==> config.mk <==
export PLATFORM = sky130hd
export DESIGN_NAME = lsu_mem_bridge_flat
export DESIGN_NICKNAME = d
export VERILOG_FILES = /design/src/rtl/lsu_mem_bridge_if.sv /design/src/rtl/lsu_mem_bridge.sv /design/src/flat_wrapper.sv
export SDC_FILE = /design/constraint.sdc
export NUM_CORES = 1
export LEC_CHECK = 0
export BUFFER_PORTS_ARGS = -buffer_cell sky130_fd_sc_hd__buf_2
export CELL_PAD_IN_SITES_DETAIL_PLACEMENT = 1
export CELL_PAD_IN_SITES_GLOBAL_PLACEMENT = 1
export CORE_MARGIN = 2
export CORE_UTILIZATION = 42
export DETAILED_ROUTE_END_ITERATION = 8
export PLACE_DENSITY_LB_ADDON = 0.1
export SLEW_MARGIN = 20
export SYNTH_ARGS = -nofsm -noshare
export SYNTH_HDL_FRONTEND = slang
export SYNTH_SLANG_ARGS = --single-unit
==> constraint.sdc <==
create_clock -name clk -period 6.4 [get_ports clk]
set_input_delay 0.64 -clock clk [delete_from_list [all_inputs] [get_ports clk]]
set_output_delay 0.64 -clock clk [all_outputs]
set_load 0.1 [all_outputs]
==> src/rtl/lsu_mem_bridge_if.sv <==
// lsu_mem_bridge_if: word-wide data memory bus with request/grant/read-valid handshake.
interface lsu_mem_bridge_if #(
    parameter int ADDR_W = 32
);
    logic              req;
    logic              we;
    logic [ADDR_W-1:0] addr;
    logic [3:0]        be;
    logic [31:0]       wdata;
    logic              gnt;
    logic              rvalid;
    logic [31:0]       rdata;
    modport master(output req, we, addr, be, wdata, input gnt, rvalid, rdata);
    modport slave(input req, we, addr, be, wdata, output gnt, rvalid, rdata);
endinterface

==> src/rtl/lsu_mem_bridge.sv <==
// lsu_mem_bridge: RV32 load/store unit bridging the core memory stage to a word-wide
// data memory, with sub-word formatting, alignment checks and a bounded-latency timeout.
module lsu_mem_bridge #(
    parameter int TIMEOUT = 16,
    parameter int ADDR_W  = 32
) (
    input  logic              clk,
    input  logic              reset,
    input  logic              req_valid,
    input  logic              req_we,
    input  logic [2:0]        req_funct3,
    input  logic [ADDR_W-1:0] req_addr,
    input  logic [31:0]       req_wdata,
    output logic              req_ready,
    output logic              resp_valid,
    output logic [31:0]       resp_rdata,
    output logic              resp_err,
    lsu_mem_bridge_if.master  mem
);
    typedef enum logic [1:0] {IDLE, ISSUE, WAIT, RESP} state_t;
    state_t      state, state_nxt;
    logic [2:0]  f3;
    logic [1:0]  off;
    logic [31:0] cnt;
    logic [31:0] ext;
    logic [31:0] wdata_fmt;
    logic [31:0] rdata_nxt;
    logic [3:0]  be_fmt;
    logic [7:0]  lane_b;
    logic [15:0] lane_h;
    logic        bad;
    logic        tmo;
    logic        err_nxt;
    logic        accept;
    assign req_ready  = state == IDLE;
    assign resp_valid = state == RESP;
    assign mem.req    = state == ISSUE;
    always_comb begin
        bad = !(req_funct3 inside {3'd0, 3'd1, 3'd2} || (!req_we && req_funct3 inside {3'd4, 3'd5}))
            || (req_funct3[1:0] == 2'b01 && req_addr[0])
            || (req_funct3[1:0] == 2'b10 && req_addr[1:0] != 2'b00);
        accept = state == IDLE && req_valid && !bad;
        be_fmt = req_funct3[1:0] == 2'b00 ? 4'b0001 << req_addr[1:0]
               : req_funct3[1:0] == 2'b01 ? 4'b0011 << {req_addr[1], 1'b0} : 4'b1111;
        wdata_fmt = req_funct3[1:0] == 2'b00 ? {4{req_wdata[7:0]}}
                  : req_funct3[1:0] == 2'b01 ? {2{req_wdata[15:0]}} : req_wdata;
        // lane extraction uses the offset/funct3 latched at accept, not the live request
        lane_b = 8'(mem.rdata >> {off, 3'b000});
        lane_h = 16'(mem.rdata >> {off[1], 4'b0000});
        ext = f3[1:0] == 2'b00 ? {{24{~f3[2] & lane_b[7]}}, lane_b}
            : f3[1:0] == 2'b01 ? {{16{~f3[2] & lane_h[15]}}, lane_h} : mem.rdata;
        tmo = (TIMEOUT > 0) && (cnt + 32'd1 == 32'(TIMEOUT));
        state_nxt = state;
        err_nxt = 1'b0;
        rdata_nxt = '0;
        case (state)
            IDLE: if (req_valid) begin
                state_nxt = bad ? RESP : ISSUE;
                err_nxt = bad;
            end
            ISSUE: if (tmo) begin
                state_nxt = RESP;
                err_nxt = 1'b1;
            end else if (mem.gnt) begin
                state_nxt = mem.we ? RESP : WAIT;
            end
            WAIT: if (tmo) begin
                state_nxt = RESP;
                err_nxt = 1'b1;
            end else if (mem.rvalid) begin
                state_nxt = RESP;
                rdata_nxt = ext;
            end
            RESP: state_nxt = IDLE;
        endcase
    end
    always_ff @(posedge clk or posedge reset) begin
        if (reset) begin
            state <= IDLE;
            cnt <= '0;
            f3 <= '0;
            off <= '0;
            mem.we <= 1'b0;
            mem.addr <= '0;
            mem.be <= '0;
            mem.wdata <= '0;
            resp_err <= 1'b0;
            resp_rdata <= '0;
        end else begin
            state <= state_nxt;
            cnt <= (state == ISSUE || state == WAIT) ? cnt + 32'd1 : '0;
            resp_err <= err_nxt;
            resp_rdata <= rdata_nxt;
            if (accept) begin
                f3 <= req_funct3;
                off <= req_addr[1:0];
                mem.we <= req_we;
                mem.addr <= {req_addr[ADDR_W-1:2], 2'b00};
                mem.be <= be_fmt;
                mem.wdata <= wdata_fmt;
            end
        end
    end
endmodule

==> src/flat_wrapper.sv <==
// flat-port wrapper written by rule: the top's interface ports become plain ports
module lsu_mem_bridge_flat 
#(
    parameter int TIMEOUT = 16,
    parameter int ADDR_W  = 32
)
  (clk, reset, req_valid, req_we, req_funct3, req_addr, req_wdata, req_ready, resp_valid, resp_rdata, resp_err, mem_req, mem_we, mem_addr, mem_be, mem_wdata, mem_gnt, mem_rvalid, mem_rdata);
  lsu_mem_bridge_if #(.ADDR_W(ADDR_W)) mem_i ();
  input  logic clk;
  input  logic reset;
  input  logic req_valid;
  input  logic req_we;
  input  logic [2:0] req_funct3;
  input  logic [ADDR_W-1:0] req_addr;
  input  logic [31:0] req_wdata;
  output logic req_ready;
  output logic resp_valid;
  output logic [31:0] resp_rdata;
  output logic resp_err;
  output wire logic [$bits(mem_i.req)-1:0] mem_req;
  output wire logic [$bits(mem_i.we)-1:0] mem_we;
  output wire logic [$bits(mem_i.addr)-1:0] mem_addr;
  output wire logic [$bits(mem_i.be)-1:0] mem_be;
  output wire logic [$bits(mem_i.wdata)-1:0] mem_wdata;
  input wire logic [$bits(mem_i.gnt)-1:0] mem_gnt;
  input wire logic [$bits(mem_i.rvalid)-1:0] mem_rvalid;
  input wire logic [$bits(mem_i.rdata)-1:0] mem_rdata;
  assign mem_req = mem_i.req;
  assign mem_we = mem_i.we;
  assign mem_addr = mem_i.addr;
  assign mem_be = mem_i.be;
  assign mem_wdata = mem_i.wdata;
  assign mem_i.gnt = mem_gnt;
  assign mem_i.rvalid = mem_rvalid;
  assign mem_i.rdata = mem_rdata;
  lsu_mem_bridge #(.TIMEOUT(TIMEOUT), .ADDR_W(ADDR_W)) u_core (.clk(clk), .reset(reset), .req_valid(req_valid), .req_we(req_we), .req_funct3(req_funct3), .req_addr(req_addr), .req_wdata(req_wdata), .req_ready(req_ready), .resp_valid(resp_valid), .resp_rdata(resp_rdata), .resp_err(resp_err), .mem(mem_i));
endmodule
==> results of run 1 <==
[flip-flops by register name (all words and copies together) (netlist names)]
name               count
u_core.cnt            32
u_core.mem.wdata      32
u_core.resp_rdata     32
u_core.mem.addr       30
u_core.mem.be          4
u_core.f3              3
u_core.off             2
u_core.state           2
u_core.mem.we          1
u_core.resp_err        1
[cells in the final DEF (no fill, tap or decap), types with 3 or more instances in the layout]
master	count
mux2i_1	27
or2_2	3
nor2_1	71
a31oi_1	5
and3_1	10
nand3_1	13
and2_1	7
nor3_1	12
and4_1	5
buf_4	3
xor2_1	10
inv_1	26
clkinvlp_4	3
bufinv_16	3
o21ai_0	33
nor4_1	6
nand2_1	47
mux2_2	42
xnor2_1	25
dfrtp_1	139
clkinv_2	3
o22ai_1	3
a211oi_2	3
clkbuf_16	17
inv_6	4
a2111oi_0	3
nand4_1	9
a211oi_1	14
a21oi_1	38
a21oi_2	10
ha_1	5
buf_2	207
mux4_2	7
[per-layer routing]
layer  part of all wire, %  track usage [%]  vias up
li1                      -                -     2650
met1                    41             27.2     2845
met2                    50             39.7      154
met3                   7.0             8.19       24
met4                   1.4             6.46        2
met5                 0.066                0        -
[worst paths after layout]
check	slack, ps	startpoint	cells past startpoint	endpoint
min reg2reg	480	u_core.mem.wdata[17]$_DFFE_PP0P_	2	u_core.mem.wdata[17]$_DFFE_PP0P_
max	3110	u_core.cnt[0]$_DFF_PP0_	9	u_core.resp_rdata[16]$_DFF_PP0_
min	320	reset	2	u_core.mem.addr[27]$_DFFE_PP0P_
min in group clk	450	req_addr[23]	2	u_core.mem.addr[23]$_DFFE_PP0P_
max in group asynchronous	4700	reset	3	u_core.resp_rdata[0]$_DFF_PP0_
max reg2reg	3110	u_core.cnt[0]$_DFF_PP0_	9	u_core.resp_rdata[16]$_DFF_PP0_
[kinds of logic after synthesis]
| logic type | Yosys count | share of synthesized area (%) |
|---|---|---|
| AOI/OAI and AO/OA | 125 | 11.8 |
| adders and majority gates | 5 | 0.912 |
| muxes | 77 | 13.3 |
| xor gates and xnor gates | 35 | 4.47 |
| other | 1 | 0.0547 |
| DFF | 139 | 50.7 |
| buffers and inverters | 71 | 4.43 |
| and+or+nand+nor | 198 | 14.3 |
[layout make-up]
type | instances | area, um2 | share of cell area [%]
repair buffers | 211 | 1070 | 12.4
multi-input cells | 442 | 3080 | 35.7
flip-flops and latches | 139 | 3480 | 40.3
inverters | 27 | 106 | 1.23
diodes | 1 | 2.50 | 0.0290
clock inverters | 13 | 163 | 1.89
well taps | 216 | 270 | 3.13
clock buffers | 19 | 453 | 5.25
[worst max-delay path, cell delays in order (launching register included)]
cell	delay [ps]
dfrtp_1	410
ha_1	270
nand4_1	230
nor3_2	430
and2_1	360
xnor2_1	160
a31oi_1	100
or4_1	730
o2111ai_4	320
a21oi_1	90
[cells in the mapped netlist (3+ instances only)]
library cell	n	area, um2
o22ai_1	3	18.8
a21oi_1	38	190
a211oi_2	3	37.5
mux4_2	7	158
xor2_1	10	87.6
a211oi_1	14	105
mux2_2	42	473
clkbuf_1	31	116
xnor2_1	25	219
nor2_1	71	267
nand3_1	13	65.1
buf_2	5	25.0
mux2i_1	27	270
or2_2	3	18.8
nor4_1	6	37.5
and2_1	7	43.8
inv_1	27	101
dfrtp_1	139	3480
nand4_1	9	56.3
a2111oi_0	3	26.3
buf_6	3	33.8
a31oi_1	5	31.3
and4_1	5	43.8
nor3_1	12	60.1
and3_1	10	62.6
nand2_1	47	176
ha_1	5	62.6
o21ai_0	33	165
a21oi_2	10	87.6
[per-stage QoR]
step	area, um2	setup slack [ps]	hold WS (ps)	cells	util (%)
4_1_cts	8610	3120	346	1066	54.0
3_3_place_gp	7990	3300	458	1034	50.1
2_1_floorplan	6860	2040	468	652	-
3_5_place_dp	7990	3130	469	1034	50.1
5_1_grt	8620	2840	362	1068	54.1
6_report	8620	3110	322	1068	54.1
==> impl_metrics.ini, run 1 <==
[sta]
hold_viol = 0
period_share_pct = 51.5
worst_pin_slew_ps = 1000
fin_crit_ps = 3290
rsz0062_at_grt = false
max_freq_mhz = 304
worst_clock_skew_ps = 10.4
setup_viol = 0
relSlewSlack_pct = 33.1
setup_tns_ps = 0
slew_viol_final = 0

[grt]
grt_antenna_before_repair = 2
grt_max_degree = 76
grt-ovfl-total = 0
grt_pass1_vias = 6211
grt_pass1_wl_um = 32000
track_usage_pct = 23.0

[floorplanning]
die-area_um2 = 17400
initial_core_util_pct = 43.0
die_w_um = 132
fp.dieH_um = 132
rows = 46
top_level_ports = 210
core_um2 = 15900

[finish]
drive_gt1_share_pct = 37.1
nFillCells = 1830
area_delta_synth_final_pct = 25.8
nets = 948

[clock_tree]
cts.sinks = 139
cts_buffers = 17
post_cts_buffers = 0
cts_hold_buffers = 0
cts_resized = 0
clock_path_buffers = 2
clock_latency_ps = 420
ctsRootBufferMaster = clkbuf_16
cts_tree = yes
clkTransAtPathRegs_ps = 60
h-tree-depth = 4

[outcome]
outcome = complete, no violations

[critical_path]
start_kind = flop
crit_fanout = 16
end_kind = flop
crit_arrival_ps = 3540
cp.required_ps = 6650
crit_type = flop to flop

[drt]
avgViaCountPerCell = 5.31
drtPass1Iterations = 4
detail_route.wl_per_cell_um = 18.3
drtIter0Drc = 201
drcViolationCount = 0
num_vias = 5675
ant_nets = 0
totalWireLength_um = 19600

[place]
dp_hpwl_um = 14000
io_buffers = 207
gp_congestion = 0.828

[synth]
netlist_instances = 651
synth_seq_area_share_pct = 50.7
synth-edff-count = 0
avgSynthCellArea_um2 = 10.5
ys.warnings.count = 0
syn_area_um2 = 6860
ys_async_sr_fraction_pct = 100
synth_seq_cells = 139
synth-main-ff-cell = dfrtp_1
synth_cell_types = 59

[run]
maxCapViolCount = 0

[worst_hold_path]
hp-class = input port to async pin
Power of run 1 is left out: the tool's default activity adds up to more than one toggle a clock period on the data nets, which glitch-free logic cannot reach.
==> run 2: changes to the inputs <==
- CORE_UTILIZATION: 42 -> 39
- clock period: 6.4 -> 3.1 ns (I/O delays scaled with it)
==> run 2 against run 1 <==
- first-iteration DRC count is 12% lower
- non-clock buffer count rose by 21
- wire length is 1.8% higher
- global-route usage decreased by 1.0 points
- sequential cell count unchanged
- design area rose by 3.3%
- maximum frequency rose by 13%
- via count up 1.0%
- sequential share of layout area fell by 1.2 points
- critical path type unchanged
- highest routed layer is now met4
==> impl_metrics.ini, run 2 (synthesis results as in run 1) <==
[outcome]
outcome = complete, no violations

[clock_tree]
h-tree-depth = 4
clkTransAtPathRegs_ps = 70
ctsRootBufferMaster = clkbuf_16
clock_path_buffers = 2
clock_latency_ps = 420
cts_buffers = 17
cts_tree = yes
cts.sinks = 139

[drt]
totalWireLength_um = 19900
avgViaCountPerCell = 5.22
drtIter0Drc = 176
drcViolationCount = 0
detail_route.wl_per_cell_um = 18.2
num_vias = 5733
drtPass1Iterations = 4
ant_nets = 0

[grt]
grt_max_degree = 73
track_usage_pct = 22.0
grt_antenna_before_repair = 1
grt_pass1_wl_um = 31800
grt-ovfl-total = 0
grt_pass1_vias = 6248

[floorplanning]
fp.dieH_um = 137
die_w_um = 137
core_um2 = 17200
die-area_um2 = 18700
initial_core_util_pct = 39.8
rows = 48
top_level_ports = 210

[place]
io_buffers = 207
dp_hpwl_um = 14400
gp_congestion = 0.853
place_ws_ps = -7.87

[sta]
worst_pin_slew_ps = 963
worst_clock_skew_ps = 9.48
relSlewSlack_pct = 35.7
hold_viol = 0
slew_viol_final = 0
period_share_pct = 93.8
max_freq_mhz = 344
setup_ws_ps = 191
setup_viol = 0
fin_crit_ps = 2910

[critical_path]
end_kind = flop
crit_buf_inv = 2
crit_arrival_ps = 3250
critical_path.most_common_cell = buf_4
crit_slowest_cell = a2111oi_0
max_stage_delay_ps = 480
cp.required_ps = 3440
crit_fanout = 6
start_kind = flop
crit_family = compound AO/OA/AOI/OAI gates
crit_type = flop to flop
cp_cell_sequence = ha_4 -> nand4_1 -> buf_4 -> nor3_4 -> a2111oi_0 -> a31oi_1 -> a211o_1 -> or4_1 -> buf_4 -> mux2_1 -> a21oi_1

[finish]
final_common_cell = buf_2
drive_gt1_share_pct = 39.9
layout_common_cells = 207 x buf_2, 133 x dfrtp_1, 71 x nor2_1
utilization_pct = 51.7
nets = 969
area_delta_synth_final_pct = 30.0
seqCellArea_um2 = 3490
multi_input_area_um2 = 3150
nFillCells = 1952
reg.largest.list = u_core.cnt x32, u_core.mem.wdata x32, u_core.resp_rdata x32

[worst_hold_path]
hp-class = input port to async pin

[run]
maxCapViolCount = 0
[run 2: final cells by class]
type | count | share of cell area [%]
Timing Repair Buffer | 232 | 14.3
Antenna cell | 1 | 0.0281
Clock inverter | 14 | 2.08
Multi-Input combinational cell | 442 | 35.3
Tap cell | 225 | 3.16
Sequential cell | 139 | 39.1
Inverter | 27 | 1.18
Clock buffer | 18 | 4.82
[run 2: worst reg2reg max path: stages, from the launching register on]
cell,delay (ps)
dfrtp_2,440
ha_4,190
nand4_1,90
buf_4,150
nor3_4,60
a2111oi_0,480
a31oi_1,80
a211o_1,230
or4_1,480
buf_4,190
mux2_1,310
a21oi_1,140
[run 2: final timing paths]
kind                                                  start                               end  slack (ps)  cells after the start
max in group asynchronous                             reset   u_core.resp_rdata[25]$_DFF_PP0_        2190                      3
hold / removal                                        reset    u_core.resp_rdata[4]$_DFF_PP0_          90                      2
min in group clk                               req_addr[11]   u_core.mem.addr[11]$_DFFE_PP0P_         110                      2
setup / recovery                    u_core.cnt[0]$_DFF_PP0_       u_core.state[0]$_DFFE_PP0P_         190                     11
hold reg to reg            u_core.mem.wdata[20]$_DFFE_PP0P_  u_core.mem.wdata[20]$_DFFE_PP0P_         480                      2
setup reg to reg                    u_core.cnt[0]$_DFF_PP0_       u_core.state[0]$_DFFE_PP0P_         190                     11
[run 2: per-stage QoR]
step	TNS, ps	hold slack, ps	cells	instance area, um2
after global routing	-20.4	95.9	1098	8910
after floorplan	0	434	652	6860
after global placement	0	458	1061	8170
after detailed placement	-7.87	469	1061	8170
after CTS	0	93.3	1096	8840
final	0	92.0	1098	8910
[run 2: per-layer routing]
metal,global-route usage (%),part of all wire [%],vias up
li1,-,-,2690
met1,26.5,41,2871
met2,36.4,50,143
met3,7.59,6.9,29
met4,8.28,1.8,0
met5,0,0,-
[run 2: what timing repair did]
action | 4_1_cts | 5_1_grt
setup buffers | 3 | 1
hold buffers | 0 | 0
pin swaps | 2 | 2
gates resized for setup | 3 | 15
endpoints found under the setup margin | 23 | 33
Power of run 2 is left out for the same reason.
==> run 3: changes to the inputs <==
- PLACE_DENSITY: default -> 0.84
- PLACE_DENSITY_LB_ADDON: 0.1 -> default
==> run 3 against run 2 <==
- design area is 0.94% lower
- setup slack better by 3.1 ps
- clock skew about the same
- largest cell class unchanged
- critical path type unchanged
- maximum frequency increased by 0.11%
- worst hold slack improved by 12 ps
- critical endpoint unchanged
- wire length is 3.2% higher
- sequential cell count unchanged
- core utilization fell by 0.49 points
- highest routed layer unchanged
- clock-buffer cell count shrank 1
- critical path depth decreased by 2
- via count is 1.5% higher
- non-clock buffer count fell by 6
==> impl_metrics.ini, run 3 (synthesis results as in run 1) <==
[critical_path]
start_kind = flop
startpoint = u_core.cnt[1]$_DFF_PP0_
r2r-start = u_core.cnt[1]$_DFF_PP0_
crit_slowest_cell = or4_4
end_kind = flop
crit_arrival_ps = 3260
cp.required_ps = 3450
max_stage_delay_ps = 560
r2r_slack_ps = 190
crit_type = flop to flop
cp_cell_sequence = ha_2 -> nand4_1 -> nor3_4 -> and3_1 -> a31oi_1 -> a211o_1 -> or4_4 -> mux2_1 -> a21oi_1
crit_fanout = 6

[sta]
relSlewSlack_pct = 49.6
max_freq_mhz = 344
worst_clock_skew_ps = 9.75
worst_pin_slew_ps = 756
hold_viol = 0
setup_ws_ps = 194
slew_viol_final = 0
fin_crit_ps = 2910
rsz0062_at_grt = false
period_share_pct = 93.7
setup_viol = 0

[finish]
drive_gt1_share_pct = 39.6
reg.largest.list = u_core.cnt x32, u_core.mem.wdata x32, u_core.resp_rdata x32
nets = 963
utilization_pct = 51.2
layout_common_cells = 207 x buf_2, 134 x dfrtp_1, 71 x nor2_1
final_common_cell = buf_2
area_delta_synth_final_pct = 28.7

[grt]
track_usage_pct = 22.6
grt_pass1_wl_um = 32300
grt_pass1_vias = 6306
grt-ovfl-total = 0
grt_max_degree = 140
grt_antenna_before_repair = 1

[drt]
detail_route.wl_per_cell_um = 18.8
ant_nets = 0
drtPass1Iterations = 4
num_vias = 5820
drtIter0Drc = 225
totalWireLength_um = 20600
avgViaCountPerCell = 5.33
drcViolationCount = 0

[floorplanning]
die-area_um2 = 18700
rows = 48
fp.dieH_um = 137
top_level_ports = 210
core_um2 = 17200
initial_core_util_pct = 39.8
die_w_um = 137

[clock_tree]
clock_path_buffers = 2
ctsRootBufferMaster = clkbuf_16
cts_tree = yes
cts_hold_buffers = 0
h-tree-depth = 4
cts.sinks = 139
cts_buffers = 17
clock_latency_ps = 430
clkTransAtPathRegs_ps = 70

[place]
place_ws_ps = -82.5
io_buffers = 207
gp_congestion = 0.845
dp_hpwl_um = 14700

[outcome]
outcome = complete, no violations

[run]
maxCapViolCount = 0

[worst_hold_path]
hp-class = input port to async pin
==> run 3: changes by cell type in the layout (fill, tap and decap cells not counted), moves of 2 or more <==
cell    before  now
inv_8        2    4
nor4_2       0    2
nor4_1       6    4
buf_4       21   16
==> run 3: final timing paths <==
kind | end | cells past startpoint
worst max-delay path | u_core.state[0]$_DFFE_PP0P_ | 9
worst min-delay path | u_core.resp_rdata[1]$_DFF_PP0_ | 3
worst max register to register | u_core.state[0]$_DFFE_PP0P_ | 9
worst min register to register | u_core.mem.wdata[17]$_DFFE_PP0P_ | 2
max in group asynchronous | u_core.cnt[0]$_DFF_PP0_ | 3
min in group clk | u_core.mem.addr[2]$_DFFE_PP0P_ | 2
==> run 3: timing repair <==
action                                  4_1_cts  5_1_grt
resized for setup                             2       13
setup buffers                                 1        0
pin swaps                                     1        1
endpoints found under the setup margin       33       35
==> run 3: per-layer routing <==
metal / GRT usage, % / vias up / wire [um]
met4: 8.10 / 0 / 414
met3: 9.15 / 34 / 1770
li1: - / 2682 / -
met2: 38.4 / 189 / 10500
met1: 25.6 / 2915 / 7930
met5: 0 / - / 0
==> run 3: final cells by class <==
class                   count  area, um2
fillers                  1978       8410
flip-flops and latches    139       3480
multi-input cells         442       3130
repair buffers            226       1220
clock buffers              17        425
well taps                 225        282
clock inverters            15        184
inverters                  27        105
diodes                      1       2.50
==> run 3: critical path: cells and delay by family, from the launching register on <==
| kind | cells | cell delay [ps] |
|---|---|---|
| mux | 1 | 350 |
| flops | 1 | 420 |
| compound gates | 3 | 490 |
| simple gates | 4 | 1290 |
| fa+ha+maj | 1 | 260 |
==> run 3: stage by stage <==
stage / hold slack (ps) / cell area (um2) / TNS, ps / std cells
3_3_place_gp: 455 / 8140 / 0 / 1058
5_1_grt: 98.0 / 8820 / 0 / 1091
2_1_floorplan: 434 / 6860 / 0 / 652
6_report: 104 / 8830 / 0 / 1092
3_5_place_dp: 465 / 8140 / -835 / 1058
4_1_cts: 92.7 / 8780 / 0 / 1091
Power of run 3 is left out for the same reason.
